## src/rtl/comparator_seq.sv

```systemverilog
// rtl/comparator_seq.sv - multi-cycle slice-serial magnitude comparator, MSB slice first, early exit
module comparator_seq #(
  parameter int WIDTH = 16,
  parameter int DIGIT = 4
) (
  input  logic             clk,
  input  logic             rst,
  input  logic             start,
  input  logic             is_signed,
  input  logic [WIDTH-1:0] a,
  input  logic [WIDTH-1:0] b,
  output logic             busy,
  output logic             done,
  output logic             l,
  output logic             g,
  output logic             e
);

  localparam int N  = WIDTH / DIGIT;
  localparam int CW = (N > 1) ? $clog2(N) : 1;
  localparam logic [CW-1:0]    LAST_SLICE = CW'(N - 1);
  localparam logic [WIDTH-1:0] MSB_MASK   = {1'b1, {(WIDTH-1){1'b0}}};

  typedef enum logic {
    IDLE = 1'b0,
    RUN  = 1'b1
  } state_t;

  state_t           state;
  logic [WIDTH-1:0] op_a;
  logic [WIDTH-1:0] op_b;
  logic [CW-1:0]    slice_cnt;
  logic [WIDTH-1:0] sign_flip;
  logic [DIGIT-1:0] slice_a;
  logic [DIGIT-1:0] slice_b;

  // Flipping both sign bits maps two's complement order onto unsigned order,
  // so the slice compare below never needs to know the mode.
  assign sign_flip = is_signed ? MSB_MASK : '0;
  assign slice_a   = op_a[WIDTH-1 -: DIGIT];
  assign slice_b   = op_b[WIDTH-1 -: DIGIT];

  // Control FSM: capture on start, walk slices from the top, stop on first difference.
  always_ff @(posedge clk) begin
    if (rst) begin
      state     <= IDLE;
      busy      <= 1'b0;
      done      <= 1'b0;
      l         <= 1'b0;
      g         <= 1'b0;
      e         <= 1'b0;
      op_a      <= '0;
      op_b      <= '0;
      slice_cnt <= '0;
    end else begin
      done <= 1'b0;
      case (state)
        IDLE: begin
          if (start) begin
            op_a      <= a ^ sign_flip;
            op_b      <= b ^ sign_flip;
            slice_cnt <= '0;
            busy      <= 1'b1;
            state     <= RUN;
          end
        end
        RUN: begin
          if (slice_a < slice_b) begin
            l     <= 1'b1;
            g     <= 1'b0;
            e     <= 1'b0;
            done  <= 1'b1;
            busy  <= 1'b0;
            state <= IDLE;
          end else if (slice_a > slice_b) begin
            l     <= 1'b0;
            g     <= 1'b1;
            e     <= 1'b0;
            done  <= 1'b1;
            busy  <= 1'b0;
            state <= IDLE;
          end else if (slice_cnt == LAST_SLICE) begin
            l     <= 1'b0;
            g     <= 1'b0;
            e     <= 1'b1;
            done  <= 1'b1;
            busy  <= 1'b0;
            state <= IDLE;
          end else begin
            op_a      <= op_a << DIGIT;
            op_b      <= op_b << DIGIT;
            slice_cnt <= slice_cnt + 1'b1;
          end
        end
        default: begin
          state <= IDLE;
          busy  <= 1'b0;
        end
      endcase
    end
  end

endmodule
```

## config.mk

```make
export PLATFORM = sky130hd
export DESIGN_NAME = comparator_seq
export DESIGN_NICKNAME = d
export VERILOG_FILES = /design/src/rtl/comparator_seq.sv
export SDC_FILE = /design/constraint.sdc
export NUM_CORES = 1
export LEC_CHECK = 0
export ABC_CLOCK_PERIOD_IN_PS = 2160
export CAP_MARGIN = 20
export CORE_MARGIN = 4
export CORE_UTILIZATION = 49
export DETAILED_ROUTE_END_ITERATION = 8
export GPL_ROUTABILITY_DRIVEN = 0
export GPL_TIMING_DRIVEN = 1
export PLACE_DENSITY = 0.9
export SYNTH_ARGS = -nofsm -noshare
export SYNTH_HDL_FRONTEND = slang
export SYNTH_SLANG_ARGS = --single-unit
```

## constraint.sdc

```tcl
create_clock -name clk -period 2.16 [get_ports clk]
set_input_delay 0.432 -clock clk [delete_from_list [all_inputs] [get_ports clk]]
set_output_delay 0.432 -clock clk [all_outputs]
set_load 0.03 [all_outputs]
```

==> impl_results.md <==
- Outcome: finished clean
- Post-synthesis to final-layout area growth: 30.2%
- Crit Path Max Fanout: 26
- Clock Power Share: 0.278
- Peak supply drop: 0.563 mV
- Final WL: 4030 um
- CP Buf/Inv Count: 2
- Synth area leaders: dfxtp_1, a211oi_1, mux2i_1, a22o_1, ha_1
- Sw Pwr: 0.550 mW
- Sequential-to-total area share from yosys stat: 0.426
- Int Power: 1.34 mW
- Tot Pwr: 1.89 mW
- Vias/cell: 5.79
- Wirelength per Cell: 14.8 um
- Via count: 1580
- Post-synth net total: 227
- Highest Clock Rate: 482 MHz
- Starting Density: 0.509
- CP top delay family: compound AO/OA/AOI/OAI gates
- Largest area contributor in the netlist: dfxtp_1
- Tmin final: 2.07 ns
- Iteration-0 DRC Markers: 47
- Area of the core: 3690 um2
- Initial DRT Pass Iterations: 4
- Largest net degree at the start of global routing: 33
- Remaining antenna violation count after routing: 0
- Die height: 69.9 um
- Share of cells above drive strength 1: 0.0889
- Crit path max-delay cell type: a211oi_4
- Worst-margin pin slew: 0.659 ns
- CTS clock-pin slew for the worst setup and hold paths: 0.07 ns
- First-pass GRT wire length: 6710 um
- Synth cell types: 30
- Clk sinks: 40
- Die area: 4890 um2
- Post-synth top area share: 0.426
- FILL cells: 290
- Cell Rows: 22
- Arr. time, crit path: 2.30 ns
- Cells on worst reg2reg path: 7
- Vias in the first global route: 1506
- Initial antenna violation count: 0
- Cells after synthesis: 186
- Req. time, crit path: 2.39 ns
- Root buffer cell: clkbuf_8
- Remaining global-route overflow: 0
- Dpl hpwl: 2850 um
- Critical Path End Type: flop
- Setup TNS: 0 ns
- Most frequent cells in the layout: a211oi_1, clkdlybuf4s50_1, dfxtp_1, mux2i_1, inv_1
- Final net count: 266
- Startpoint types: flop
- R2R Path Start: op_b[15]
- Delay of the slowest cell on the worst path: 0.39 ns
- PD cells: 774 nW/um2
- Commonest non-fill, non-tap cell in the layout: a211oi_1
- # IOs: 41
- #FFs+latches synth: 40
- Hold depth: 2
- Final period utilization: 0.960
- Worst-case clock skew: 0.00337 ns
- Max-capacitance violation count: 0
- Die width: 69.9 um
- Mean area per synthesized cell: 10.1 um2
- Setup bufs post-CTS: 0
- Final hold vios: 0
- Rel. slew slack: 0.559
- Clk buf depth: 2
- Switch share: 0.290
- DRC viols: 0
- N_diodes: 0
- Reg power frac: 0.451
- CP Depth: 7
- Count of pins over their slew limit: 0
- Worst setup path startpoint: op_b[15]
- CTS tree: yes
- Finished Core Util: 0.663
- WS Path Type: flop to flop
- RSZ-0062 raised after global routing: no
- TritonCTS Buffers: 5
- Hold Path Class: flop to flop
- Crit path cell chain: inv_1 > ha_1 > a21o_1 > o311a_1 > buf_12 > a211oi_4 > a22o_1
- Skew-Pair Late Insertion Delay: 0.28 ns
- Hold Startpoint: op_b[15]
- Port bufs: 40
- Final setup fails: 0
- Ys Warns: 0
- Gr usage total: 0.167
- Post-Syn Area: 1880 um2
- Gate power share: 0.271
- Leakage: 0.891 nW
- H-Tree Depth: 2
[power by group through the flow]
stage / Sequential [mW] / Combinational [mW] / Clock (mW)
6_report: 0.854 / 0.512 / 0.526
2_1_floorplan: 0.877 / 0.328 / 0
3_5_place_dp: 0.871 / 0.507 / 0
3_3_place_gp: 0.867 / 0.497 / 0
5_1_grt: 0.861 / 0.563 / 0.556
4_1_cts: 0.855 / 0.512 / 0.531
[flip-flops by register name, indices dropped and copies added (netlist names)]
register   flops
done           1
e              1
state          1
op_a          16
op_b          16
slice_cnt      2
busy           1
l              1
g              1
[final timing paths]
| path | slack, ns | to |
|---|---|---|
| worst max-delay path | 0.09 | op_b[2] |
| worst min-delay path | 0.47 | op_b[15] |
| worst max register to register | 0.09 | op_b[2] |
| worst min register to register | 0.47 | op_b[15] |
[final cells by class]
cell class / count / area [um2] / area share
clock buffer: 7 / 96.3 / 0.0394
tap: 48 / 60.1 / 0.0246
sequential: 40 / 802 / 0.328
multi-input combinational: 121 / 967 / 0.396
timing repair buffer: 48 / 485 / 0.199
inverter: 9 / 33.8 / 0.0138
[cell usage after synthesis]
cell	count
inv_1	9
a21oi_1	5
o22ai_1	1
o311ai_2	1
and2_1	1
dfxtp_1	40
o311a_1	1
buf_6	1
a21o_1	1
o211a_1	1
a21oi_2	1
o21ai_1	1
clkbuf_1	8
nand2_1	7
a31o_2	1
xnor2_1	2
and4_1	1
buf_2	7
a211oi_1	46
nand3_1	1
o32ai_1	1
o21ai_0	2
mux2i_1	24
ha_1	5
a22o_1	8
o211ai_1	2
nand2b_1	1
nor2_1	4
a211oi_4	1
nor2b_1	2
[cell families after synthesis]
logic type,share of synthesized area
AOI/OAI and AO/OA,0.302
xor gates and xnor gates,0.00933
adders and majority gates,0.0333
buffers and inverters,0.0586
DFF,0.426
muxes,0.128
and+or+nand+nor,0.0426
[routing by layer]
metal	share of wire	global-route usage	wire length, um	up-vias
li1	-	-	-	793
met1	0.43	0.201	1740	725
met2	0.49	0.274	1970	51
met3	0.058	0.0504	234	11
met4	0.023	0.0745	93	0
met5	0	0	0	-
[tightest hold or removal path: cells and delay by family, from the launching register on]
family	cells	cell delay, ns
simple gates	1	0.05
flops	1	0.31
mux	1	0.06
[metrics by stage]
stage                     std cells  setup WS (ns)  area, um2  hold slack (ns)
after global routing            273        0.00208       2440            0.495
after global placement          266          0.123       2350            0.458
after CTS                       273         0.0733       2440            0.472
after detailed placement        266         0.0953       2350            0.461
after floorplan                 186          0.296       1880            0.438
final                           273         0.0867       2440            0.466
[timing repair]
action / 4_1_cts / 5_1_grt
hold endpoints to repair: 0 / 0
resized for setup: 0 / 0
endpoints found under the setup margin: 0 / 7
hold buffers: 0 / 0
(Power assumes the default switching activity.)
==> patch: new RTL, same settings <==
Add an input register stage for `start`, `is_signed`, `a` and `b`, without a reset; this delays them by one clock.
--- a/src/rtl/comparator_seq.sv
+++ b/src/rtl/comparator_seq.sv
@@ -26,6 +26,18 @@
     RUN  = 1'b1
   } state_t;
 
+  logic start_q;
+  logic is_signed_q;
+  logic [WIDTH-1:0] a_q;
+  logic [WIDTH-1:0] b_q;
+
+  always_ff @(posedge clk) begin
+    start_q     <= start;
+    is_signed_q <= is_signed;
+    a_q         <= a;
+    b_q         <= b;
+  end
+
   state_t           state;
   logic [WIDTH-1:0] op_a;
   logic [WIDTH-1:0] op_b;
@@ -36,7 +48,7 @@
 
   // Flipping both sign bits maps two's complement order onto unsigned order,
   // so the slice compare below never needs to know the mode.
-  assign sign_flip = is_signed ? MSB_MASK : '0;
+  assign sign_flip = is_signed_q ? MSB_MASK : '0;
   assign slice_a   = op_a[WIDTH-1 -: DIGIT];
   assign slice_b   = op_b[WIDTH-1 -: DIGIT];
 
@@ -56,9 +68,9 @@
       done <= 1'b0;
       case (state)
         IDLE: begin
-          if (start) begin
-            op_a      <= a ^ sign_flip;
-            op_b      <= b ^ sign_flip;
+          if (start_q) begin
+            op_a      <= a_q ^ sign_flip;
+            op_b      <= b_q ^ sign_flip;
             slice_cnt <= '0;
             busy      <= 1'b1;
             state     <= RUN;
Check against the original RTL: not equivalent (a bounded check fails within 4 cycles, from zero or initial values and one cycle with rst high).
==> patch against the original RTL <==
Sequential cell count up 34. Synthesized area up 36%. Setup slack better by 0.073 ns. Final area up 32%. Clock skew up 0.0052 ns. Sequential share of layout area up 13 points. Wire length up 20%. Total power up 55%. Largest cell class is now registers.
==> patch: results <==
export IMPL_status="finished, final reports clean"
export IMPL_wl_met3_um=257
export IMPL_synthTopCellsByArea="dfxtp_1 (58%), a211oi_1 (13%), mux2i_1 (9.4%)"
export IMPL_gr_usage_met2_pct=26.1
export IMPL_signal_buffers=47
export IMPL_hpwl_um=3240
export IMPL_grt_pass1_vias=1824
export IMPL_clock_area_share_pct=4.94
export IMPL_critPathSlowestCell="o311a_4"
export IMPL_layout_nonclk_buf_share_pct=14.5
export IMPL_grtUsageMet3_pct=5.83
export IMPL_final_core_util_pct=63.4
export IMPL_dp_slack_ns=0.124
export IMPL_final_area_um2=3220
export IMPL_seq_area_share_pct=46.1
export IMPL_wl_per_cell_um=14.5
export IMPL_syn_num_nets=261
export IMPL_nFillCells=409
export IMPL_cp_max_fo=17
export IMPL_slew_headroom_pct=51.0
export IMPL_clkbuf_count=13
export IMPL_max_stage_delay_ns=0.35
export IMPL_use_met1_pct=19.2
export IMPL_yosys_top_cells_count="dfxtp_1 (74), a211oi_1 (46), mux2i_1 (24), inv_1 (9)"
export IMPL_track_usage_pct=16.6
export IMPL_met2_wirelength_um=2370
export IMPL_cts_inserted_buffers=9
export IMPL_drive_gt1_share_pct=9.85
export IMPL_met1_length_um=2060
export IMPL_ys_ff_latch=74
export IMPL_max_vdd_ir_drop_v=0.000741
export IMPL_crit_arrival_ns=2.20
export IMPL_fin_skew_ns=0.00858
export IMPL_drt_initial_drc_count=81
export IMPL_nNetsFinal=303
export IMPL_multiInputGateArea_um2=988
export IMPL_leakage_uw=0.00120
patch: power breakdown:
group / total [uW] / internal, uW / switching (uW)
logic: 515 / 245 / 271
registers: 1530 / 1480 / 57.6
clock network: 889 / 462 / 427
patch: logic make-up (layout without fill, tap and decap cells):
group	Yosys count	count (layout)	synth area share (%)
compound gates	73	73	22.2
xor+xnor	2	2	0.685
fa+ha+maj	5	5	2.44
buf+inv	25	69	4.30
flops	74	74	57.9
mux	24	24	9.39
simple gates	17	17	3.13
patch: final timing paths:
| path | from | endpoint | slack (ns) | cells after the start |
|---|---|---|---|---|
| max reg2reg | op_b[15] | op_a[5] | 0.16 | 7 |
| max | op_b[15] | op_a[5] | 0.16 | 7 |
| min reg2reg | a_q[1] | op_a[1] | 0.44 | 1 |
| min | a_q[1] | op_a[1] | 0.44 | 1 |
patch: what timing repair did:
| item | 4_1_cts | 5_1_grt |
|---|---|---|
| setup endpoints to repair | 0 | 10 |
| resized for setup | 0 | 3 |
| buffers inserted | 0 | 1 |
